File: src/rtl/execute_pipe_if.sv
// execute_pipe_if: instruction handshake, operand/control inputs and the
// registered result bus of the execute stage.
interface execute_pipe_if #(
    parameter int WIDTH    = 32,
    parameter int REG_ADDR = 5
);
    logic                in_valid;
    logic                in_ready;
    logic [WIDTH-1:0]    dato1;
    logic [WIDTH-1:0]    dato2;
    logic [WIDTH-1:0]    immediate;
    logic [WIDTH-1:0]    pc_plus4;
    logic [REG_ADDR-1:0] rt;
    logic [REG_ADDR-1:0] rd;
    logic [1:0]          ex;
    logic [2:0]          m;
    logic [2:0]          wb;
    logic [3:0]          alu_sel;
    logic                stall_in;
    logic                flush;
    logic                out_valid;
    logic [WIDTH-1:0]    alu_result;
    logic [WIDTH-1:0]    add_result;
    logic                zero;
    logic [WIDTH-1:0]    dato2_m;
    logic [REG_ADDR-1:0] direccion;
    logic [2:0]          m_out;
    logic [2:0]          wb_out;
    logic                busy;

    // upstream / environment side
    modport master (
        output in_valid, dato1, dato2, immediate, pc_plus4, rt, rd, ex, m, wb,
               alu_sel, stall_in, flush,
        input  in_ready, out_valid, alu_result, add_result, zero, dato2_m,
               direccion, m_out, wb_out, busy
    );

    // execute stage side
    modport slave (
        input  in_valid, dato1, dato2, immediate, pc_plus4, rt, rd, ex, m, wb,
               alu_sel, stall_in, flush,
        output in_ready, out_valid, alu_result, add_result, zero, dato2_m,
               direccion, m_out, wb_out, busy
    );
endinterface

File: src/rtl/execute_pipe.sv
// execute_pipe: single-cycle ALU execute stage with registered outputs,
// stall/flush control and an optional shift-add multiplier.
// Optional feature macro: EXECUTE_PIPE_MULT_EN enables the multicycle MULT
// (alu_sel 1000), the MUL/WAIT states and the busy flag.
module execute_pipe #(
    parameter int WIDTH    = 32,
    parameter int REG_ADDR = 5
) (
    input logic           clk,
    input logic           rst,
    execute_pipe_if.slave bus
);

`ifdef EXECUTE_PIPE_MULT_EN
    localparam int CNT_W = $clog2(WIDTH) + 1;
    typedef enum logic [1:0] {IDLE = 2'd0, MUL = 2'd1, WAIT = 2'd2} state_t;
`else
    typedef enum logic [0:0] {IDLE = 1'b0} state_t;
`endif

    state_t              state_r;
    state_t              state_next_s;
    logic [WIDTH-1:0]    op_b_s;
    logic [WIDTH-1:0]    alu_s;
    logic [WIDTH-1:0]    add_s;
    logic [REG_ADDR-1:0] dir_s;
    logic                accept_s;
    logic                is_mul_s;
    logic                mul_load_s;
    logic                load_s;
    logic [WIDTH-1:0]    res_alu_s;
    logic [WIDTH-1:0]    res_add_s;
    logic [WIDTH-1:0]    res_dato2_s;
    logic [REG_ADDR-1:0] res_dir_s;
    logic [2:0]          res_m_s;
    logic [2:0]          res_wb_s;

    logic                out_valid_r;
    logic [WIDTH-1:0]    alu_result_r;
    logic [WIDTH-1:0]    add_result_r;
    logic                zero_r;
    logic [WIDTH-1:0]    dato2_m_r;
    logic [REG_ADDR-1:0] direccion_r;
    logic [2:0]          m_out_r;
    logic [2:0]          wb_out_r;

    // Single-cycle ALU; MULT is not handled here (multicycle path or undefined).
    function automatic logic [WIDTH-1:0] alu_f(input logic [3:0]       sel,
                                               input logic [WIDTH-1:0] a,
                                               input logic [WIDTH-1:0] b);
        logic [WIDTH-1:0] r;
        case (sel)
            4'b0000: r = a & b;
            4'b0001: r = a | b;
            4'b0010: r = a + b;
            4'b0110: r = a - b;
            4'b0111: r = ($signed(a) < $signed(b)) ? {{(WIDTH-1){1'b0}}, 1'b1} : {WIDTH{1'b0}};
            4'b1100: r = ~(a | b);
            default: r = {WIDTH{1'b0}};
        endcase
        return r;
    endfunction

    assign op_b_s        = bus.ex[1] ? bus.immediate : bus.dato2;
    assign dir_s         = bus.ex[0] ? bus.rd : bus.rt;
    assign alu_s         = alu_f(bus.alu_sel, bus.dato1, op_b_s);
    assign add_s         = bus.pc_plus4 + (bus.immediate << 2);
    assign bus.in_ready  = (state_r == IDLE) && !bus.stall_in;
    assign accept_s      = bus.in_valid && bus.in_ready && !bus.flush;
    assign load_s        = (accept_s && !is_mul_s) || mul_load_s;

`ifdef EXECUTE_PIPE_MULT_EN
    logic [WIDTH-1:0]    mcand_r;
    logic [WIDTH-1:0]    mplier_r;
    logic [WIDTH-1:0]    acc_r;
    logic [WIDTH-1:0]    acc_next_s;
    logic [WIDTH-1:0]    mul_prod_s;
    logic [CNT_W-1:0]    cnt_r;
    logic                fin_s;
    logic                busy_r;
    logic [WIDTH-1:0]    add_pend_r;
    logic [WIDTH-1:0]    dato2_pend_r;
    logic [REG_ADDR-1:0] dir_pend_r;
    logic [2:0]          m_pend_r;
    logic [2:0]          wb_pend_r;

    assign is_mul_s   = (bus.alu_sel == 4'b1000);
    assign fin_s      = (state_r == MUL) && (cnt_r == CNT_W'(WIDTH - 1));
    assign acc_next_s = mplier_r[0] ? (acc_r + mcand_r) : acc_r;
    // In WAIT the last iteration has already been folded into acc_r.
    assign mul_prod_s = (state_r == WAIT) ? acc_r : acc_next_s;
    assign mul_load_s = (fin_s || (state_r == WAIT)) && !bus.stall_in && !bus.flush;
    assign bus.busy   = busy_r;

    // Shift-add multiplier datapath and side-band capture for the pending MULT.
    always_ff @(posedge clk) begin
        if (rst) begin
            mcand_r      <= {WIDTH{1'b0}};
            mplier_r     <= {WIDTH{1'b0}};
            acc_r        <= {WIDTH{1'b0}};
            cnt_r        <= {CNT_W{1'b0}};
            add_pend_r   <= {WIDTH{1'b0}};
            dato2_pend_r <= {WIDTH{1'b0}};
            dir_pend_r   <= {REG_ADDR{1'b0}};
            m_pend_r     <= 3'b000;
            wb_pend_r    <= 3'b000;
        end else if (accept_s && is_mul_s) begin
            mcand_r      <= bus.dato1;
            mplier_r     <= op_b_s;
            acc_r        <= {WIDTH{1'b0}};
            cnt_r        <= {CNT_W{1'b0}};
            add_pend_r   <= add_s;
            dato2_pend_r <= bus.dato2;
            dir_pend_r   <= dir_s;
            m_pend_r     <= bus.m;
            wb_pend_r    <= bus.wb;
        end else if (state_r == MUL) begin
            mcand_r      <= mcand_r << 1;
            mplier_r     <= mplier_r >> 1;
            acc_r        <= acc_next_s;
            cnt_r        <= cnt_r + CNT_W'(1);
        end
    end

    // Next-state logic; flush aborts any multiply in progress.
    always_comb begin
        state_next_s = state_r;
        case (state_r)
            IDLE: begin
                if (accept_s && is_mul_s) state_next_s = MUL;
                else                      state_next_s = IDLE;
            end
            MUL: begin
                if (fin_s) state_next_s = bus.stall_in ? WAIT : IDLE;
                else       state_next_s = MUL;
            end
            WAIT: begin
                if (bus.stall_in) state_next_s = WAIT;
                else              state_next_s = IDLE;
            end
            default: state_next_s = IDLE;
        endcase
        if (bus.flush) state_next_s = IDLE;
        else           state_next_s = state_next_s;
    end

    // busy is registered from the next state so it tracks state_r exactly.
    always_ff @(posedge clk) begin
        if (rst) busy_r <= 1'b0;
        else     busy_r <= (state_next_s != IDLE);
    end

    // Result source: completed product with captured side-band, or direct path.
    always_comb begin
        if (mul_load_s) begin
            res_alu_s   = mul_prod_s;
            res_add_s   = add_pend_r;
            res_dato2_s = dato2_pend_r;
            res_dir_s   = dir_pend_r;
            res_m_s     = m_pend_r;
            res_wb_s    = wb_pend_r;
        end else begin
            res_alu_s   = alu_s;
            res_add_s   = add_s;
            res_dato2_s = bus.dato2;
            res_dir_s   = dir_s;
            res_m_s     = bus.m;
            res_wb_s    = bus.wb;
        end
    end
`else
    assign is_mul_s   = 1'b0;
    assign mul_load_s = 1'b0;
    assign bus.busy   = 1'b0;

    // Without the multiplier the stage never leaves IDLE.
    always_comb begin
        state_next_s = IDLE;
    end

    // Result source is always the single-cycle path.
    always_comb begin
        res_alu_s   = alu_s;
        res_add_s   = add_s;
        res_dato2_s = bus.dato2;
        res_dir_s   = dir_s;
        res_m_s     = bus.m;
        res_wb_s    = bus.wb;
    end
`endif

    // State register.
    always_ff @(posedge clk) begin
        if (rst) state_r <= IDLE;
        else     state_r <= state_next_s;
    end

    // Output register: reset clears all, flush kills control, stall holds.
    always_ff @(posedge clk) begin
        if (rst) begin
            out_valid_r  <= 1'b0;
            alu_result_r <= {WIDTH{1'b0}};
            add_result_r <= {WIDTH{1'b0}};
            zero_r       <= 1'b0;
            dato2_m_r    <= {WIDTH{1'b0}};
            direccion_r  <= {REG_ADDR{1'b0}};
            m_out_r      <= 3'b000;
            wb_out_r     <= 3'b000;
        end else if (bus.flush) begin
            out_valid_r  <= 1'b0;
            m_out_r      <= 3'b000;
            wb_out_r     <= 3'b000;
        end else if (!bus.stall_in) begin
            out_valid_r  <= load_s;
            if (load_s) begin
                alu_result_r <= res_alu_s;
                add_result_r <= res_add_s;
                zero_r       <= (res_alu_s == {WIDTH{1'b0}});
                dato2_m_r    <= res_dato2_s;
                direccion_r  <= res_dir_s;
                m_out_r      <= res_m_s;
                wb_out_r     <= res_wb_s;
            end
        end
    end

    assign bus.out_valid  = out_valid_r;
    assign bus.alu_result = alu_result_r;
    assign bus.add_result = add_result_r;
    assign bus.zero       = zero_r;
    assign bus.dato2_m    = dato2_m_r;
    assign bus.direccion  = direccion_r;
    assign bus.m_out      = m_out_r;
    assign bus.wb_out     = wb_out_r;

endmodule

File: src/flat_wrapper.sv
// flat-port wrapper written by rule: the top's interface ports become plain ports
module execute_pipe_flat 
#(
    parameter int WIDTH    = 32,
    parameter int REG_ADDR = 5
)
  (clk, rst, bus_in_valid, bus_dato1, bus_dato2, bus_immediate, bus_pc_plus4, bus_rt, bus_rd, bus_ex, bus_m, bus_wb, bus_alu_sel, bus_stall_in, bus_flush, bus_in_ready, bus_out_valid, bus_alu_result, bus_add_result, bus_zero, bus_dato2_m, bus_direccion, bus_m_out, bus_wb_out, bus_busy);
  execute_pipe_if #(.WIDTH(WIDTH), .REG_ADDR(REG_ADDR)) bus_i ();
  input logic clk;
  input logic rst;
  input wire logic [$bits(bus_i.in_valid)-1:0] bus_in_valid;
  input wire logic [$bits(bus_i.dato1)-1:0] bus_dato1;
  input wire logic [$bits(bus_i.dato2)-1:0] bus_dato2;
  input wire logic [$bits(bus_i.immediate)-1:0] bus_immediate;
  input wire logic [$bits(bus_i.pc_plus4)-1:0] bus_pc_plus4;
  input wire logic [$bits(bus_i.rt)-1:0] bus_rt;
  input wire logic [$bits(bus_i.rd)-1:0] bus_rd;
  input wire logic [$bits(bus_i.ex)-1:0] bus_ex;
  input wire logic [$bits(bus_i.m)-1:0] bus_m;
  input wire logic [$bits(bus_i.wb)-1:0] bus_wb;
  input wire logic [$bits(bus_i.alu_sel)-1:0] bus_alu_sel;
  input wire logic [$bits(bus_i.stall_in)-1:0] bus_stall_in;
  input wire logic [$bits(bus_i.flush)-1:0] bus_flush;
  output wire logic [$bits(bus_i.in_ready)-1:0] bus_in_ready;
  output wire logic [$bits(bus_i.out_valid)-1:0] bus_out_valid;
  output wire logic [$bits(bus_i.alu_result)-1:0] bus_alu_result;
  output wire logic [$bits(bus_i.add_result)-1:0] bus_add_result;
  output wire logic [$bits(bus_i.zero)-1:0] bus_zero;
  output wire logic [$bits(bus_i.dato2_m)-1:0] bus_dato2_m;
  output wire logic [$bits(bus_i.direccion)-1:0] bus_direccion;
  output wire logic [$bits(bus_i.m_out)-1:0] bus_m_out;
  output wire logic [$bits(bus_i.wb_out)-1:0] bus_wb_out;
  output wire logic [$bits(bus_i.busy)-1:0] bus_busy;
  assign bus_i.in_valid = bus_in_valid;
  assign bus_i.dato1 = bus_dato1;
  assign bus_i.dato2 = bus_dato2;
  assign bus_i.immediate = bus_immediate;
  assign bus_i.pc_plus4 = bus_pc_plus4;
  assign bus_i.rt = bus_rt;
  assign bus_i.rd = bus_rd;
  assign bus_i.ex = bus_ex;
  assign bus_i.m = bus_m;
  assign bus_i.wb = bus_wb;
  assign bus_i.alu_sel = bus_alu_sel;
  assign bus_i.stall_in = bus_stall_in;
  assign bus_i.flush = bus_flush;
  assign bus_in_ready = bus_i.in_ready;
  assign bus_out_valid = bus_i.out_valid;
  assign bus_alu_result = bus_i.alu_result;
  assign bus_add_result = bus_i.add_result;
  assign bus_zero = bus_i.zero;
  assign bus_dato2_m = bus_i.dato2_m;
  assign bus_direccion = bus_i.direccion;
  assign bus_m_out = bus_i.m_out;
  assign bus_wb_out = bus_i.wb_out;
  assign bus_busy = bus_i.busy;
  execute_pipe #(.WIDTH(WIDTH), .REG_ADDR(REG_ADDR)) u_core (.clk(clk), .rst(rst), .bus(bus_i));
endmodule
File: config.mk
export PLATFORM = sky130hd
export DESIGN_NAME = execute_pipe_flat
export DESIGN_NICKNAME = d
export VERILOG_FILES = /design/src/rtl/execute_pipe_if.sv /design/src/rtl/execute_pipe.sv /design/src/flat_wrapper.sv
export SDC_FILE = /design/constraint.sdc
export NUM_CORES = 1
export LEC_CHECK = 0
export ABC_AREA = 1
export CAP_MARGIN = 20
export CORE_MARGIN = 8
export CORE_UTILIZATION = 57
export DETAILED_ROUTE_END_ITERATION = 6
export PLACE_DENSITY_LB_ADDON = 0.3
export SLEW_MARGIN = 20
export SYNTH_ARGS = -nofsm -noshare
export SYNTH_HDL_FRONTEND = slang
export SYNTH_SLANG_ARGS = --single-unit
File: constraint.sdc
create_clock -name clk -period 11.47 [get_ports clk]
set_clock_uncertainty 0.1 [all_clocks]
set_input_delay 3.441 -clock clk [delete_from_list [all_inputs] [get_ports clk]]
set_output_delay 3.441 -clock clk [all_outputs]
set_load 0.1 [all_outputs]
==> results.json, run 1 <==
{
  "synth_cells": 2180,
  "p_int_uw": 811,
  "detail_route.iter0.violations": 1657,
  "layout-drive-gt1-share_pct": 2.92,
  "cts_max_level": 3,
  "grt_setup_unrepaired": "no",
  "fillerInstances": 1855,
  "finalSetupTns_ns": 0,
  "cts_root_cell": "sky130_fd_sc_hd__clkbuf_16",
  "avgSynthCellArea_sq_um": 5.77,
  "power.total_mw": 1.51,
  "reported_net_switching_power_uw": 695,
  "drtPass1Iterations": 6,
  "drt-wirelength-per-cell_um": 19.5,
  "layout_worst_path_cycle_share_pct": 75.7,
  "postRouteAntennaNets": 0,
  "post_synth_edffs": 0,
  "pwr-share-comb_pct": 50.7,
  "synth.distinct_cells": 44,
  "remaining_drcs": 0,
  "syn-num-nets": 2475,
  "layout_commonest_cell": "sky130_fd_sc_hd__nand2_1",
  "drv.max_cap_violation_count": 0,
  "syn_area_sq_mm": 0.0126,
  "power.share.switching_pct": 46.2,
  "globalplace.congestion": 1.04,
  "dp_cells": 2663,
  "ir_drop_mv": 0.0818,
  "die_width_um": 165,
  "vias_per_cell": 5.83,
  "fin_nets": 2689,
  "setup.worst_path.end_class": "primary output",
  "sequentialPowerShare_pct": 26.8,
  "final_cell_mix": "599 x sky130_fd_sc_hd__nand2_1, 373 x sky130_fd_sc_hd__inv_1, 263 x sky130_fd_sc_hd__clkdlybuf4s50_1",
  "netlist_top_cells_area": "sky130_fd_sc_hd__nand2_1 18%, sky130_fd_sc_hd__dfxtp_1 17%, sky130_fd_sc_hd__ha_1 14%, sky130_fd_sc_hd__inv_1 11%, sky130_fd_sc_hd__nor2_1 7.1%",
  "number_of_synthesized_register_bits": 109,
  "p_leak_nw": 7.99,
  "final_wirelength_um": 52400,
  "boundaryPins": 266,
  "yosys_warnings": 0,
  "placement.cell_area_sq_mm": 0.0153,
  "cts_post_setup_buffers_inserted": 0,
  "core_area_sq_mm": 0.0218,
  "gr-total-overflow": 0,
  "fin_crit_ns": 8.68,
  "cts_tree": "built",
  "starting_density_pct": 57.8,
  "final_hold_viol_count": 0,
  "numPortBuffers": 264,
  "critPathRequiredTime_ns": 7.93,
  "yosysSeqAreaShare_pct": 17.4,
  "numCtsBuffers": 9,
  "setup.worst_path.class": "in -> out",
  "worstMarginPinSlew_ns": 1.17,
  "grt_first_pass_wirelength_um": 79700,
  "clock_power_share_pct": 22.4,
  "post-synth-top-area-fraction_pct": 17.9,
  "synth_flop_cell": "sky130_fd_sc_hd__dfxtp_1",
  "slew_violations": 0,
  "track_usage_pct": 37.5,
  "post_cts_resize_count": 0,
  "row_count": 54,
  "fin_cells": 2680,
  "dp_slack_ns": 2.79,
  "total_area_of_multi_input_combinational_cells_sq_mm": 0.00866,
  "die_h_um": 165,
  "finish.instance_area_sq_mm": 0.0156,
  "run_status": "completed",
  "antenna_found_initial": 2,
  "clk-insertion-delay-late_ns": 0.34,
  "startpoint_type": "primary input",
  "achievable-frequency_mhz": 115,
  "setup_violations": 0,
  "via_count": 15600,
  "grt_max_degree": 105,
  "relSlewSlack_pct": 22.0,
  "asyncSetResetFlopFracSynth_pct": 0,
  "fin_ws_ns": 2.79,
  "hold_class": "reg -> reg",
  "max_clock_buf_depth": 2,
  "first_global_vias": 15100,
  "clk_pin_slew_worst_paths_ns": 0.08,
  "worst_ep_arrival_time_ns": 5.14,
  "synth.largest_area_cell": "sky130_fd_sc_hd__nand2_1",
  "timing.critical_path.fanout_max": 2,
  "syn_to_final_growth_pct": 24.4,
  "dp_hpwl_um": 42300,
  "powerDensity_mw_per_mm2": 96.4,
  "cts_hold_buf": 0,
  "clock_sink_count": 109,
  "die_area_sq_mm": 0.0271,
  "ff_latch_area_sq_mm": 0.00218
}
[path summary, 6_finish.rpt]
path,endpoint,slack (ns),cells after the start,start
setup / recovery,bus_in_ready,2.79,3,bus_stall_in
hold / removal,u_core.bus.out_valid,0.37,2,u_core.bus.out_valid
setup reg to reg,u_core.bus.add_result[11],10.48,3,u_core.bus.add_result[11]
hold reg to reg,u_core.bus.out_valid,0.37,2,u_core.bus.out_valid
[stage by stage]
| stage | hold WS [ns] | util, % |
|---|---|---|
| floorplan | 0.783 | - |
| global placement | 0.349 | 70.4 |
| detailed placement | 0.358 | 70.4 |
| CTS | 0.366 | 71.8 |
| global route | 0.383 | 71.9 |
| finish | 0.368 | 71.9 |
[power groups by stage]
stage | Sequential, mW | Clock [mW] | Combinational [mW]
6_report | 0.404 | 0.338 | 0.764
5_1_grt | 0.406 | 0.351 | 0.821
4_1_cts | 0.404 | 0.338 | 0.743
3_5_place_dp | 0.412 | 0 | 0.738
3_3_place_gp | 0.411 | 0 | 0.725
2_1_floorplan | 0.530 | 0 | 0.386
[worst max-delay path, cell delays in order]
cell                              delay, ns
sky130_fd_sc_hd__clkdlybuf4s50_1       0.42
sky130_fd_sc_hd__inv_1                 0.12
sky130_fd_sc_hd__clkdlybuf4s50_1       1.15
[per-layer routing]
metal,global-route usage (%),share of wire [%],vias to the layer above
met5,0,0.025,-
met4,19.0,5.2,2
met2,61.7,45,930
met1,45.1,39,7154
met3,8.82,11,182
li1,-,-,7366
[kinds of logic after synthesis]
kind of cell	share of synthesized area [%]
and+or+nand+nor	35.1
xor gates and xnor gates	1.39
buffers and inverters	14.0
other	0.0298
DFF	17.4
adders and majority gates	14.1
muxes	0.557
AOI/OAI and AO/OA	17.5
[state kept, by name, indices dropped and copies added (netlist names)]
| signal | count |
|---|---|
| u_core.bus.add_result | 32 |
| u_core.bus.alu_result | 32 |
| u_core.bus.dato2_m | 32 |
| u_core.bus.direccion | 5 |
| u_core.bus.m_out | 3 |
| u_core.bus.wb_out | 3 |
| u_core.bus.out_valid | 1 |
| u_core.bus.zero | 1 |
[area by class of cell]
| class | instances | share of cell area, % |
|---|---|---|
| multi-input combinational | 1622 | 55.4 |
| timing repair buffer | 270 | 17.2 |
| sequential | 109 | 14.0 |
| inverter | 382 | 9.19 |
| tap | 280 | 2.24 |
| clock buffer | 11 | 1.62 |
| clock inverter | 5 | 0.416 |
| antenna | 1 | 0.0160 |
[synthesized netlist by cell type, types with 4 or more instances]
library cell and instances:
sky130_fd_sc_hd__a21o_1 6, sky130_fd_sc_hd__o21ai_0 141, sky130_fd_sc_hd__clkbuf_1 43, sky130_fd_sc_hd__ha_1 137, sky130_fd_sc_hd__buf_2 10, sky130_fd_sc_hd__inv_2 7, sky130_fd_sc_hd__nand3_2 5, sky130_fd_sc_hd__xnor2_1 10
sky130_fd_sc_hd__nor2_2 11, sky130_fd_sc_hd__nand3b_1 4, sky130_fd_sc_hd__a221oi_1 24, sky130_fd_sc_hd__o21bai_1 28, sky130_fd_sc_hd__dfxtp_1 109, sky130_fd_sc_hd__a31oi_1 5, sky130_fd_sc_hd__inv_1 375, sky130_fd_sc_hd__a21oi_1 161
sky130_fd_sc_hd__xor2_1 10, sky130_fd_sc_hd__mux2i_1 7, sky130_fd_sc_hd__nand2_2 6, sky130_fd_sc_hd__nand2_1 599, sky130_fd_sc_hd__nor2_1 238, sky130_fd_sc_hd__o211ai_1 13, sky130_fd_sc_hd__nand3_1 148, sky130_fd_sc_hd__buf_6 5
sky130_fd_sc_hd__nand4_1 22, sky130_fd_sc_hd__buf_4 6, sky130_fd_sc_hd__nor3_1 21
No activity file was read; power rests on OpenSTA's default activity.
==> inputs of run 2 (changes only) <==
--- a/config.mk
+++ b/config.mk
@@ -8,7 +8,7 @@
 export ABC_AREA = 1
 export CAP_MARGIN = 20
 export CORE_MARGIN = 8
-export CORE_UTILIZATION = 57
+export CORE_UTILIZATION = 53
 export DETAILED_ROUTE_END_ITERATION = 6
 export PLACE_DENSITY_LB_ADDON = 0.3
 export SLEW_MARGIN = 20
==> constraint.sdc (replaced) <==
create_clock -name clk -period 9.1 [get_ports clk]
set_clock_uncertainty 0.1 [all_clocks]
set_input_delay 2.73 -clock clk [delete_from_list [all_inputs] [get_ports clk]]
set_output_delay 2.73 -clock clk [all_outputs]
set_load 0.1 [all_outputs]
==> run 2 against run 1 <==
Register-to-register slack got worse by 2.3 ns. Flip-flop and latch count did not move. Wire length fell by 1.6%. Clock power rose by 14%. Die area is 6.8% higher. Global-route usage is 3.0 points lower. Clock-buffer cell count down 1. Final area is essentially flat. Total power grew 23%. Utilization down 5.0 points. Hold slack gained 0.0018 ns. Largest power group unchanged.
==> results.json, run 2 (synthesis gave the netlist of run 1 again) <==
{
  "run_status": "completed",
  "drt-wirelength-per-cell_um": 19.0,
  "grt_max_degree": 79,
  "worst_path_largest_cell_delay_ns": 1.16,
  "highest_metal_used": "met4",
  "cts_tree": "built",
  "boundaryPins": 266,
  "timing.critical_path.slowest_stage_cell": "sky130_fd_sc_hd__clkdlybuf4s50_1",
  "first_global_vias": 14600,
  "timing.critical_path.fanout_max": 2,
  "numPortBuffers": 264,
  "worst_ep_arrival_time_ns": 4.43,
  "slew_violations": 0,
  "pwr-share-comb_pct": 51.7,
  "powerDensity_mw_per_mm2": 118,
  "achievable-frequency_mhz": 138,
  "p_leak_nw": 7.97,
  "setup.worst_path.class": "in -> out",
  "path_cells": "clkdlybuf4s50_1 -> inv_1 -> clkdlybuf4s50_1",
  "final_hold_viol_count": 0,
  "dp_cells": 2701,
  "postRouteAntennaNets": 0,
  "clk-insertion-delay-late_ns": 0.34,
  "post_cts_resize_count": 0,
  "row_count": 56,
  "remaining_drcs": 0,
  "routed-wl-met2_um": 23100,
  "hold_class": "reg -> reg",
  "grt_first_pass_wirelength_um": 78300,
  "clock_sink_count": 109,
  "cts_post_setup_buffers_inserted": 0,
  "layout_worst_path_cycle_share_pct": 79.8,
  "p_int_uw": 985,
  "layout-drive-gt1-share_pct": 2.96,
  "detail_route.iter0.violations": 1748,
  "critPathRequiredTime_ns": 6.27,
  "track_usage_pct": 34.5,
  "fin_nets": 2688,
  "vias_per_cell": 5.63,
  "grt_setup_unrepaired": "no",
  "drv.max_cap_violation_count": 0,
  "via_count": 15300,
  "fin_cells": 2718,
  "timing.hold.ws_ns": 0.369,
  "max_clock_buf_depth": 2,
  "final_core_util_pct": 66.8,
  "clock_power_share_pct": 20.8,
  "numCtsBuffers": 9,
  "relSlewSlack_pct": 23.8,
  "gr-total-overflow": 0,
  "cts_max_level": 3,
  "final_wirelength_um": 51500,
  "cts_root_cell": "sky130_fd_sc_hd__clkbuf_16",
  "crit_buf_inv": 3,
  "power.share.switching_pct": 46.8,
  "reported_net_switching_power_uw": 867,
  "starting_density_pct": 53.7,
  "route.layer.met1.wl_um": 20800,
  "ir_drop_mv": 0.139,
  "wl_met3_um": 5410,
  "cp_common_cell": "sky130_fd_sc_hd__clkdlybuf4s50_1",
  "timing.critical_path.max_delay_family": "buffers and inverters",
  "drtPass1Iterations": 7,
  "setup.worst_path.end_class": "primary output",
  "core_area_sq_mm": 0.0234,
  "cts_hold_buf": 0,
  "sequentialPowerShare_pct": 27.5,
  "clk_pin_slew_worst_paths_ns": 0.08,
  "power.total_mw": 1.85,
  "worstMarginPinSlew_ns": 1.14,
  "die_h_um": 170,
  "fillerInstances": 2225,
  "syn_to_final_growth_pct": 24.4,
  "antenna_found_initial": 1,
  "globalplace.congestion": 1.07,
  "die_area_sq_mm": 0.0289,
  "setup_violations": 0,
  "dp_hpwl_um": 42200,
  "layout_commonest_cell": "sky130_fd_sc_hd__nand2_1",
  "fin_crit_ns": 7.26,
  "startpoint_type": "primary input",
  "finalSetupTns_ns": 0,
  "die_width_um": 170,
  "final_cell_mix": "599 x sky130_fd_sc_hd__nand2_1, 373 x sky130_fd_sc_hd__inv_1, 261 x sky130_fd_sc_hd__clkdlybuf4s50_1"
}
run 2: layout make-up:
cell class	count	area (sq um)	area share (%)
tap	319	399	2.55
clock inverter	6	45.0	0.288
sequential	109	2180	14.0
antenna	1	2.50	0.0160
clock buffer	10	239	1.53
timing repair buffer	269	2670	17.1
multi-input combinational	1622	8670	55.4
inverter	382	1440	9.18
run 2: per-stage QoR:
stage | worst slack, ns | cell area (sq um)
final | 1.84 | 15600
after global routing | 1.80 | 15600
after CTS | 1.83 | 15600
after detailed placement | 1.83 | 15400
after global placement | 1.85 | 15400
after floorplan | 2.95 | 12600
run 2: power by group through the flow:
stage / registers [mW] / clock network (mW) / logic (mW)
floorplan: 0.668 / 0 / 0.487
global placement: 0.518 / 0 / 0.922
detailed placement: 0.519 / 0 / 0.931
CTS: 0.509 / 0.387 / 0.936
global route: 0.511 / 0.407 / 1.03
finish: 0.509 / 0.385 / 0.958
run 2: routing by layer:
| metal | track usage [%] | up-vias |
|---|---|---|
| li1 | - | 7365 |
| met1 | 43.1 | 7037 |
| met2 | 56.3 | 767 |
| met3 | 7.92 | 139 |
| met4 | 14.9 | 0 |
| met5 | 0 | - |
run 2: final timing paths:
path              cells after the start  slack (ns)                  endpoint                      from
setup reg to reg                      3        8.17  u_core.bus.add_result[8]  u_core.bus.add_result[8]
hold / removal                        2        0.37      u_core.bus.wb_out[1]      u_core.bus.wb_out[1]
hold reg to reg                       2        0.37      u_core.bus.wb_out[1]      u_core.bus.wb_out[1]
setup / recovery                      3        1.84              bus_in_ready              bus_stall_in
run 2: worst min-delay path, delay by kind of cell, from the launching register on:
family	cells	cell delay, ns
compound gates	1	0.06
flops	1	0.31
simple gates	1	0.06
